$ cat src/rtl/popcnt_job_sched.sv
// rtl/popcnt_job_sched.sv - round-robin job scheduler sharing one pipelined popcount unit
module popcnt_job_sched #(
  parameter int NREQ = 2,
  parameter int LAT  = 8,
  parameter int CW   = 16,
  parameter int IDW  = 1
) (
  input  logic                 clk,
  input  logic                 rst_n,
  input  logic [NREQ-1:0]      req_valid,
  output logic [NREQ-1:0]      req_ready,
  input  logic [NREQ-1:0]      req_last,
  input  logic [32*NREQ-1:0]   req_data,
  output logic [31:0]          pc_in,
  input  logic [5:0]           pc_out,
  output logic                 res_valid,
  input  logic                 res_ready,
  output logic [IDW-1:0]       res_id,
  output logic [CW-1:0]        res_count,
  output logic                 res_sat,
  output logic                 busy
);

  // Requester vectors are padded to a power of two so the grant index selects them exactly.
  localparam int NPAD = 1 << IDW;

  typedef enum logic [1:0] {IDLE, STREAM, DRAIN, RESULT} state_t;

  state_t            state_q;
  logic [IDW-1:0]    grant_q;
  logic [IDW-1:0]    rr_ptr_q;
  logic [NREQ-1:0]   req_ready_q;
  logic [31:0]       pc_in_q;
  // Stage 0 lines up with the word on pc_in, stage LAT with its count on pc_out.
  logic [LAT:0]      vpipe_q, vpipe_d;
  logic [CW-1:0]     acc_q, acc_d;
  logic              sat_q, sat_d;
  logic              res_valid_q;
  logic [IDW-1:0]    res_id_q;
  logic [CW-1:0]     res_count_q;
  logic              res_sat_q;
  logic              busy_q;

  logic [NPAD-1:0]    valid_ext;
  logic [NPAD-1:0]    last_ext;
  logic [32*NPAD-1:0] data_ext;
  logic               g_valid, g_last, accept, pipe_drained;
  logic [31:0]        g_word;
  logic               any_valid;
  logic [IDW-1:0]     pick;
  logic [IDW-1:0]     rr_next;
  logic [CW:0]        sum;

  assign valid_ext = NPAD'(req_valid);
  assign last_ext  = NPAD'(req_last);
  assign data_ext  = (32*NPAD)'(req_data);

  assign g_valid = valid_ext[grant_q];
  assign g_last  = last_ext[grant_q];
  assign g_word  = data_ext[{grant_q, 5'b0} +: 32];
  // req_ready[g] is high exactly while in STREAM, so this is the valid&ready handshake.
  assign accept  = (state_q == STREAM) && g_valid;

  // Everything younger than the tail is empty: the tail count (if any) is the last add.
  assign pipe_drained = (vpipe_q[LAT-1:0] == '0);
  assign rr_next      = (grant_q == IDW'(NREQ - 1)) ? '0 : grant_q + IDW'(1);

  // Cyclic search for the first requesting client at or after rr_ptr.
  always_comb begin
    int j;
    any_valid = 1'b0;
    pick      = rr_ptr_q;
    j         = 0;
    for (int i = 0; i < NREQ; i++) begin
      j = int'(rr_ptr_q) + i;
      if (j >= NREQ) j = j - NREQ;
      if (!any_valid && valid_ext[IDW'(j)]) begin
        any_valid = 1'b1;
        pick      = IDW'(j);
      end
    end
  end

  // Valid-pipe shift and saturating accumulation of returned counts.
  always_comb begin
    vpipe_d = {vpipe_q[LAT-1:0], accept};
    sum     = {1'b0, acc_q} + {{(CW-5){1'b0}}, pc_out};
    acc_d   = acc_q;
    sat_d   = sat_q;
    if (vpipe_q[LAT]) begin
      if (sum[CW]) begin
        acc_d = '1;
        sat_d = 1'b1;
      end else begin
        acc_d = sum[CW-1:0];
      end
    end
  end

  // Scheduler FSM with all outputs registered.
  always_ff @(posedge clk) begin
    if (!rst_n) begin
      state_q     <= IDLE;
      grant_q     <= '0;
      rr_ptr_q    <= '0;
      req_ready_q <= '0;
      pc_in_q     <= '0;
      vpipe_q     <= '0;
      acc_q       <= '0;
      sat_q       <= 1'b0;
      res_valid_q <= 1'b0;
      res_id_q    <= '0;
      res_count_q <= '0;
      res_sat_q   <= 1'b0;
      busy_q      <= 1'b0;
    end else begin
      vpipe_q <= vpipe_d;
      acc_q   <= acc_d;
      sat_q   <= sat_d;
      if (accept) pc_in_q <= g_word;

      case (state_q)
        IDLE: begin
          if (any_valid) begin
            grant_q     <= pick;
            acc_q       <= '0;
            sat_q       <= 1'b0;
            req_ready_q <= NREQ'(1) << pick;
            busy_q      <= 1'b1;
            state_q     <= STREAM;
          end
        end
        STREAM: begin
          if (accept && g_last) begin
            req_ready_q <= '0;
            state_q     <= DRAIN;
          end
        end
        DRAIN: begin
          if (pipe_drained) begin
            res_count_q <= acc_d;
            res_sat_q   <= sat_d;
            res_id_q    <= grant_q;
            res_valid_q <= 1'b1;
            state_q     <= RESULT;
          end
        end
        RESULT: begin
          if (res_ready) begin
            res_valid_q <= 1'b0;
            rr_ptr_q    <= rr_next;
            busy_q      <= 1'b0;
            state_q     <= IDLE;
          end
        end
        default: state_q <= IDLE;
      endcase
    end
  end

  assign req_ready = req_ready_q;
  assign pc_in     = pc_in_q;
  assign res_valid = res_valid_q;
  assign res_id    = res_id_q;
  assign res_count = res_count_q;
  assign res_sat   = res_sat_q;
  assign busy      = busy_q;

endmodule

$ cat config.mk
export PLATFORM = sky130hd
export DESIGN_NAME = popcnt_job_sched
export DESIGN_NICKNAME = d
export VERILOG_FILES = /design/src/rtl/popcnt_job_sched.sv
export SDC_FILE = /design/constraint.sdc
export NUM_CORES = 1
export LEC_CHECK = 0
export CELL_PAD_IN_SITES_DETAIL_PLACEMENT = 1
export CELL_PAD_IN_SITES_GLOBAL_PLACEMENT = 1
export CORE_UTILIZATION = 33
export CTS_BUF_LIST = sky130_fd_sc_hd__clkbuf_8 sky130_fd_sc_hd__clkbuf_16
export DETAILED_ROUTE_END_ITERATION = 6
export HOLD_SLACK_MARGIN = 0.1
export PLACE_DENSITY = 0.8
export SLEW_MARGIN = 10
export SYNTH_ARGS = -nofsm -noshare
export SYNTH_HDL_FRONTEND = slang
export SYNTH_SLANG_ARGS = --single-unit
$ cat constraint.sdc
create_clock -name clk -period 2.85 [get_ports clk]
set_input_delay 0.57 -clock clk [delete_from_list [all_inputs] [get_ports clk]]
set_output_delay 0.57 -clock clk [all_outputs]
set_load 0.05 [all_outputs]
==> results.md, run 1 <==
- Core area: 10980 µm²
- Die Area: 11850 µm²
- Worst path required time: 3060 ps
- Drt wl/cell: 16.02 µm
- Max-cap check violation count: 0
- Placed instance count: 662
- Total power: 4.524 mW
- Place WS: -93.18 ps
- Power per cell area: 811.4 nW/µm²
- Post-Syn Area per Cell: 9.328 µm²
- Post-DRT Antenna Nets: 0
- Data arrival, critical path: 2800 ps
- Clock latency on the worst-skew pair: 340 ps
- Die height: 108.9 µm
- DP HPWL: 8.230 mm
- H-Tree Depth: 3
- Crit. End Element: flop
- Hold-fix buffers, CTS: 0
- Rows: 38
- Yosys cell types: 51
- Clk sinks: 84
- WL final: 10.86 mm
- Global-route wire length before repair: 17.81 mm
- Startpoint types: input port
- Post-synth top flop: dfxtp_1
- Worst Setup Slack, final: 258.6 ps
- Vias: 3471
- Number of DRC markers in iteration 0: 57
- Mapped Cells: 404
- Top cells by count, synth: dfxtp_1, nor2_1, a211oi_1
- Critical path origin: pc_out[0]
- #FFs+latches synth: 84
- Yosys warns: 0
- Root Driver: clkbuf_16
- IO Count: 131
- F_max: 0.3859 GHz
- CTS resizes: 0
- Largest net degree at the start of global routing: 55
- Vias per cell: 5.119
- Static leakage: 1.929 nW
- Relative slew slack: 0.5569
- Fin crit share: 0.9093
- Synth top area share: 0.4462
- Antenna violations before repair: 0
- DRC Markers: 0
- Endpoints failing setup: 0
- Synth area leaders: dfxtp_1, mux2i_1, a211oi_1, nor2_1, ha_1
- Origin of the worst min-delay path: vpipe_q[1]
- Tmin final: 2591 ps
- Mapped Nets: 493
- Max Slew Vio Count: 0
- Hold WS: 463.3 ps
- Clk_skew: 9.099 ps
- Count leader, synth: dfxtp_1
- Worst VDD drop: 349.7 µV
- Die Width: 108.9 µm
- Fin. Hold Viols: 0
- Post-synth EDFFs: 0
- Post-Syn Area: 3769 µm²
- Final Non-Filler Cells: 678
- Share of layout cells above drive strength 1: 0.08364
- Largest area contributor in the netlist: dfxtp_1
- Area Overhead vs Synth: 47.94%
- ANT cells: 0
- Final instance area: 5575 µm²
- Clk slew on worst S/H paths: 70 ps
- Post-CTS Setup Inserts: 0
- Async S/R FF share, synth: 0
- Total CTS buffers: 9
- GRT overflow: 0
- RSZ-0062 raised after global routing: false
- Sequential area share after synthesis: 0.4462
- I/O Buffers: 130
- GP Congestion: 0.8086
- CTS tree: built
- Initial Utilization: 0.3431
- First-pass iteration count of the detailed router: 4
- Clock buffer depth: 2
- Worst Hold Class: reg -> reg
- CP Class: in -> reg
- Status: finished, final reports clean
- Vias in the first global route: 3743
- Worst r2r src: acc_q[0]
- Crit path max fanout: 8
- Overall Global Routing Usage: 0.1936
- Slew @ Worst Pin: 663.0 ps
- R2R setup slack: 610 ps
- Nets: 622
- Post-place instance area: 5270 µm²
## metal layers
layer,share of wire,track usage,vias to the layer above
li1,-,-,1705
met1,0.40,0.2105,1663
met2,0.51,0.3491,95
met3,0.078,0.06575,8
met4,0.0097,0.06371,0
met5,0,0,-
## where the power goes
group | internal [mW] | switching [mW] | total [mW] | leakage, nW
Combinational | 0.657 | 1.17 | 1.82 | 1.10
Clock | 0.721 | 0.472 | 1.19 | 0.150
Sequential | 1.38 | 0.124 | 1.51 | 0.683
## flip-flops by register name, indices dropped and copies added, names as in the netlist
name       flops
acc_q         16
busy           1
grant_q        1
pc_in         32
req_ready      2
res_count     16
res_id         1
res_sat        1
res_valid      1
rr_ptr_q       1
sat_q          1
state_q        2
vpipe_q        9
## placed cells by master (no fill, tap or decap), drive strengths merged, types with 6 or more instances in the layout
| cell | instances |
|---|---|
| clkdlybuf4s50 | 130 |
| dfxtp | 84 |
| nor2 | 59 |
| a211oi | 40 |
| mux2i | 37 |
| nand2 | 25 |
| a21oi | 18 |
| buf | 15 |
| o21ai | 12 |
| ha | 11 |
| and2 | 11 |
| clkbuf | 11 |
| inv | 10 |
| xnor2 | 7 |
| nor3 | 7 |
| o22ai | 6 |
## cell families (layout without fill, tap and decap cells)
group | Yosys count | count (layout) | share of synthesized area
AND/OR/NAND/NOR | 133 | 133 | 0.1803
AO/OA/AOI/OAI | 95 | 95 | 0.1780
flip-flops | 84 | 84 | 0.4462
multiplexers | 37 | 37 | 0.09827
buffers and inverters | 35 | 169 | 0.03685
adder cells (fa/ha/maj) | 12 | 12 | 0.04183
XOR/XNOR | 8 | 8 | 0.01859
## critical path: stages
cell and delay, ps:
clkdlybuf4s50_1 410, ha_1 220, fa_1 410, a21o_1 210, a221oi_2 210, buf_4 200
nor4b_4 80, a211oi_1 350, a211oi_1 120
## final cells by class
class	count	area, µm²
fill	1242	5408
clock buffer	11	252.7
tap	140	175.2
multi-input combinational	285	1956
inverter	8	30.03
timing repair buffer	145	1426
clock inverter	5	52.55
sequential	84	1683
## path summary, 6_finish.rpt
kind             endpoint  cells after the start
max          res_count[1]                      9
min            vpipe_q[2]                      1
max reg2reg  res_count[1]                      8
min reg2reg    vpipe_q[2]                      1
## per-stage QoR
step	util	TNS (ps)
6_report	0.5076	0
5_1_grt	0.5076	0
4_1_cts	0.5076	0
3_5_place_dp	0.4798	-452.3
3_3_place_gp	0.4798	-48.32
2_1_floorplan	-	0
Note: power is estimated with default switching activity, not from simulation.
==> inputs of run 2 (changes only) <==
PLACE_DENSITY = 0.91   (was 0.8)
==> results.md, run 2 (synthesis gave the netlist of run 1 again) <==
- DRC Markers: 0
- F_max: 0.3726 GHz
- Hold WS: 460.5 ps
- Endpoints failing setup: 0
- Vias in the first global route: 3822
- Hold-fix buffers, CTS: 0
- GRT overflow: 0
- Clk sinks: 84
- Overall Global Routing Usage: 0.2038
- Total power: 4.584 mW
- Data arrival, critical path: 2930 ps
- Post-CTS Setup Inserts: 0
- Max-cap check violation count: 0
- IO Count: 131
- Post-DRT Antenna Nets: 0
- Initial Utilization: 0.3431
- Most frequent cells in the layout: clkdlybuf4s50_1, dfxtp_1, nor2_1
- Crit. End Element: flop
- Max Slew Vio Count: 0
- Share of layout cells above drive strength 1: 0.09074
- Clock buffer depth: 2
- Largest net degree at the start of global routing: 43
- Die Area: 11850 µm²
- Die Width: 108.9 µm
- Rows: 38
- Core area: 10980 µm²
- RSZ-0062 raised after global routing: false
- Clock latency on the worst-skew pair: 340 ps
- Total CTS buffers: 9
- Antenna violations before repair: 0
- I/O Buffers: 130
- CTS tree: built
- DP HPWL: 8.518 mm
- Commonest non-fill, non-tap cell in the layout: clkdlybuf4s50_1
- H-Tree Depth: 3
- Nets: 624
- Drt wl/cell: 16.82 µm
- WL final: 11.44 mm
- Clk_skew: 8.635 ps
- Static leakage: 1.946 nW
- Die height: 108.9 µm
- Fin. Hold Viols: 0
- Clk slew on worst S/H paths: 60 ps
- Crit path max fanout: 6
- GP Congestion: 0.8228
- Tmin final: 2684 ps
- Worst Hold Class: reg -> reg
- Number of flip-flops under the largest register name: 32
- Number of DRC markers in iteration 0: 101
- First-pass iteration count of the detailed router: 4
- Global-route wire length before repair: 18.57 mm
- Worst VDD drop: 386.1 µV
- Startpoint types: input port
- Fin crit share: 0.9418
- Vias: 3503
- Power per cell area: 819.4 nW/µm²
- Worst path required time: 3090 ps
- Vias per cell: 5.151
- CTS resizes: 0
- Slew @ Worst Pin: 748.3 ps
- CP Class: in -> reg
- Status: finished, final reports clean
- Area Overhead vs Synth: 48.44%
- ANT cells: 0
- Root Driver: clkbuf_16
- Relative slew slack: 0.5012
run 2: worst paths after layout:
path	slack (ps)	endpoint	from	cells past startpoint
worst max-delay path	170	res_count[14]	pc_out[0]	10
worst min-delay path	460	sat_q	sat_q	2
worst min register to register	460	sat_q	sat_q	2
worst max register to register	540	res_count[14]	acc_q[0]	9
run 2: stage by stage:
stage	setup WS (ps)	area [µm²]	setup TNS, ps	std cells	util
global route	64.83	5594	0	680	0.5093
floorplan	332.9	3769	0	404	-
detailed placement	-124.0	5273	-637.5	664	0.4801
finish	165.9	5594	0	680	0.5093
CTS	170.7	5594	0	680	0.5093
global placement	11.52	5273	0	664	0.4801
run 2: layer usage:
layer / share of wire / GRT usage / vias to the layer above
met3: 0.046 / 0.05499 / 12
met2: 0.55 / 0.3899 / 78
met4: 0.011 / 0.05502 / 0
li1: - / - / 1715
met1: 0.39 / 0.2165 / 1698
met5: 0 / 0 / -
run 2: critical path: stages:
cell and delay [ps]:
clkdlybuf4s50_1 420, ha_1 230, fa_1 420, a21o_1 210, a221oi_2 260, buf_4 210
nor3b_2 80, nor4bb_1 150, buf_4 140, o32ai_2 230
run 2: where the power goes:
group | leakage [nW] | switching, mW | internal, mW
combinational | 1.10 | 1.17 | 0.646
clock | 0.160 | 0.484 | 0.772
sequential | 0.683 | 0.130 | 1.38
total | 1.95 | 1.78 | 2.80
run 2: cell type report:
class / instances / area (µm²)
Clock inverter: 7 / 96.34
Sequential cell: 84 / 1683
Clock buffer: 9 / 225.2
Timing Repair Buffer: 147 / 1429
Multi-Input combinational cell: 285 / 1956
Fill cell: 1220 / 5389
Tap cell: 140 / 175.2
Inverter: 8 / 30.03
==> inputs of run 3 (changes only) <==
GPL_ROUTABILITY_DRIVEN = 0   (was not set)
==> results of run 3 <==
Final layout, timing and power as in run 2 (identical DEF).
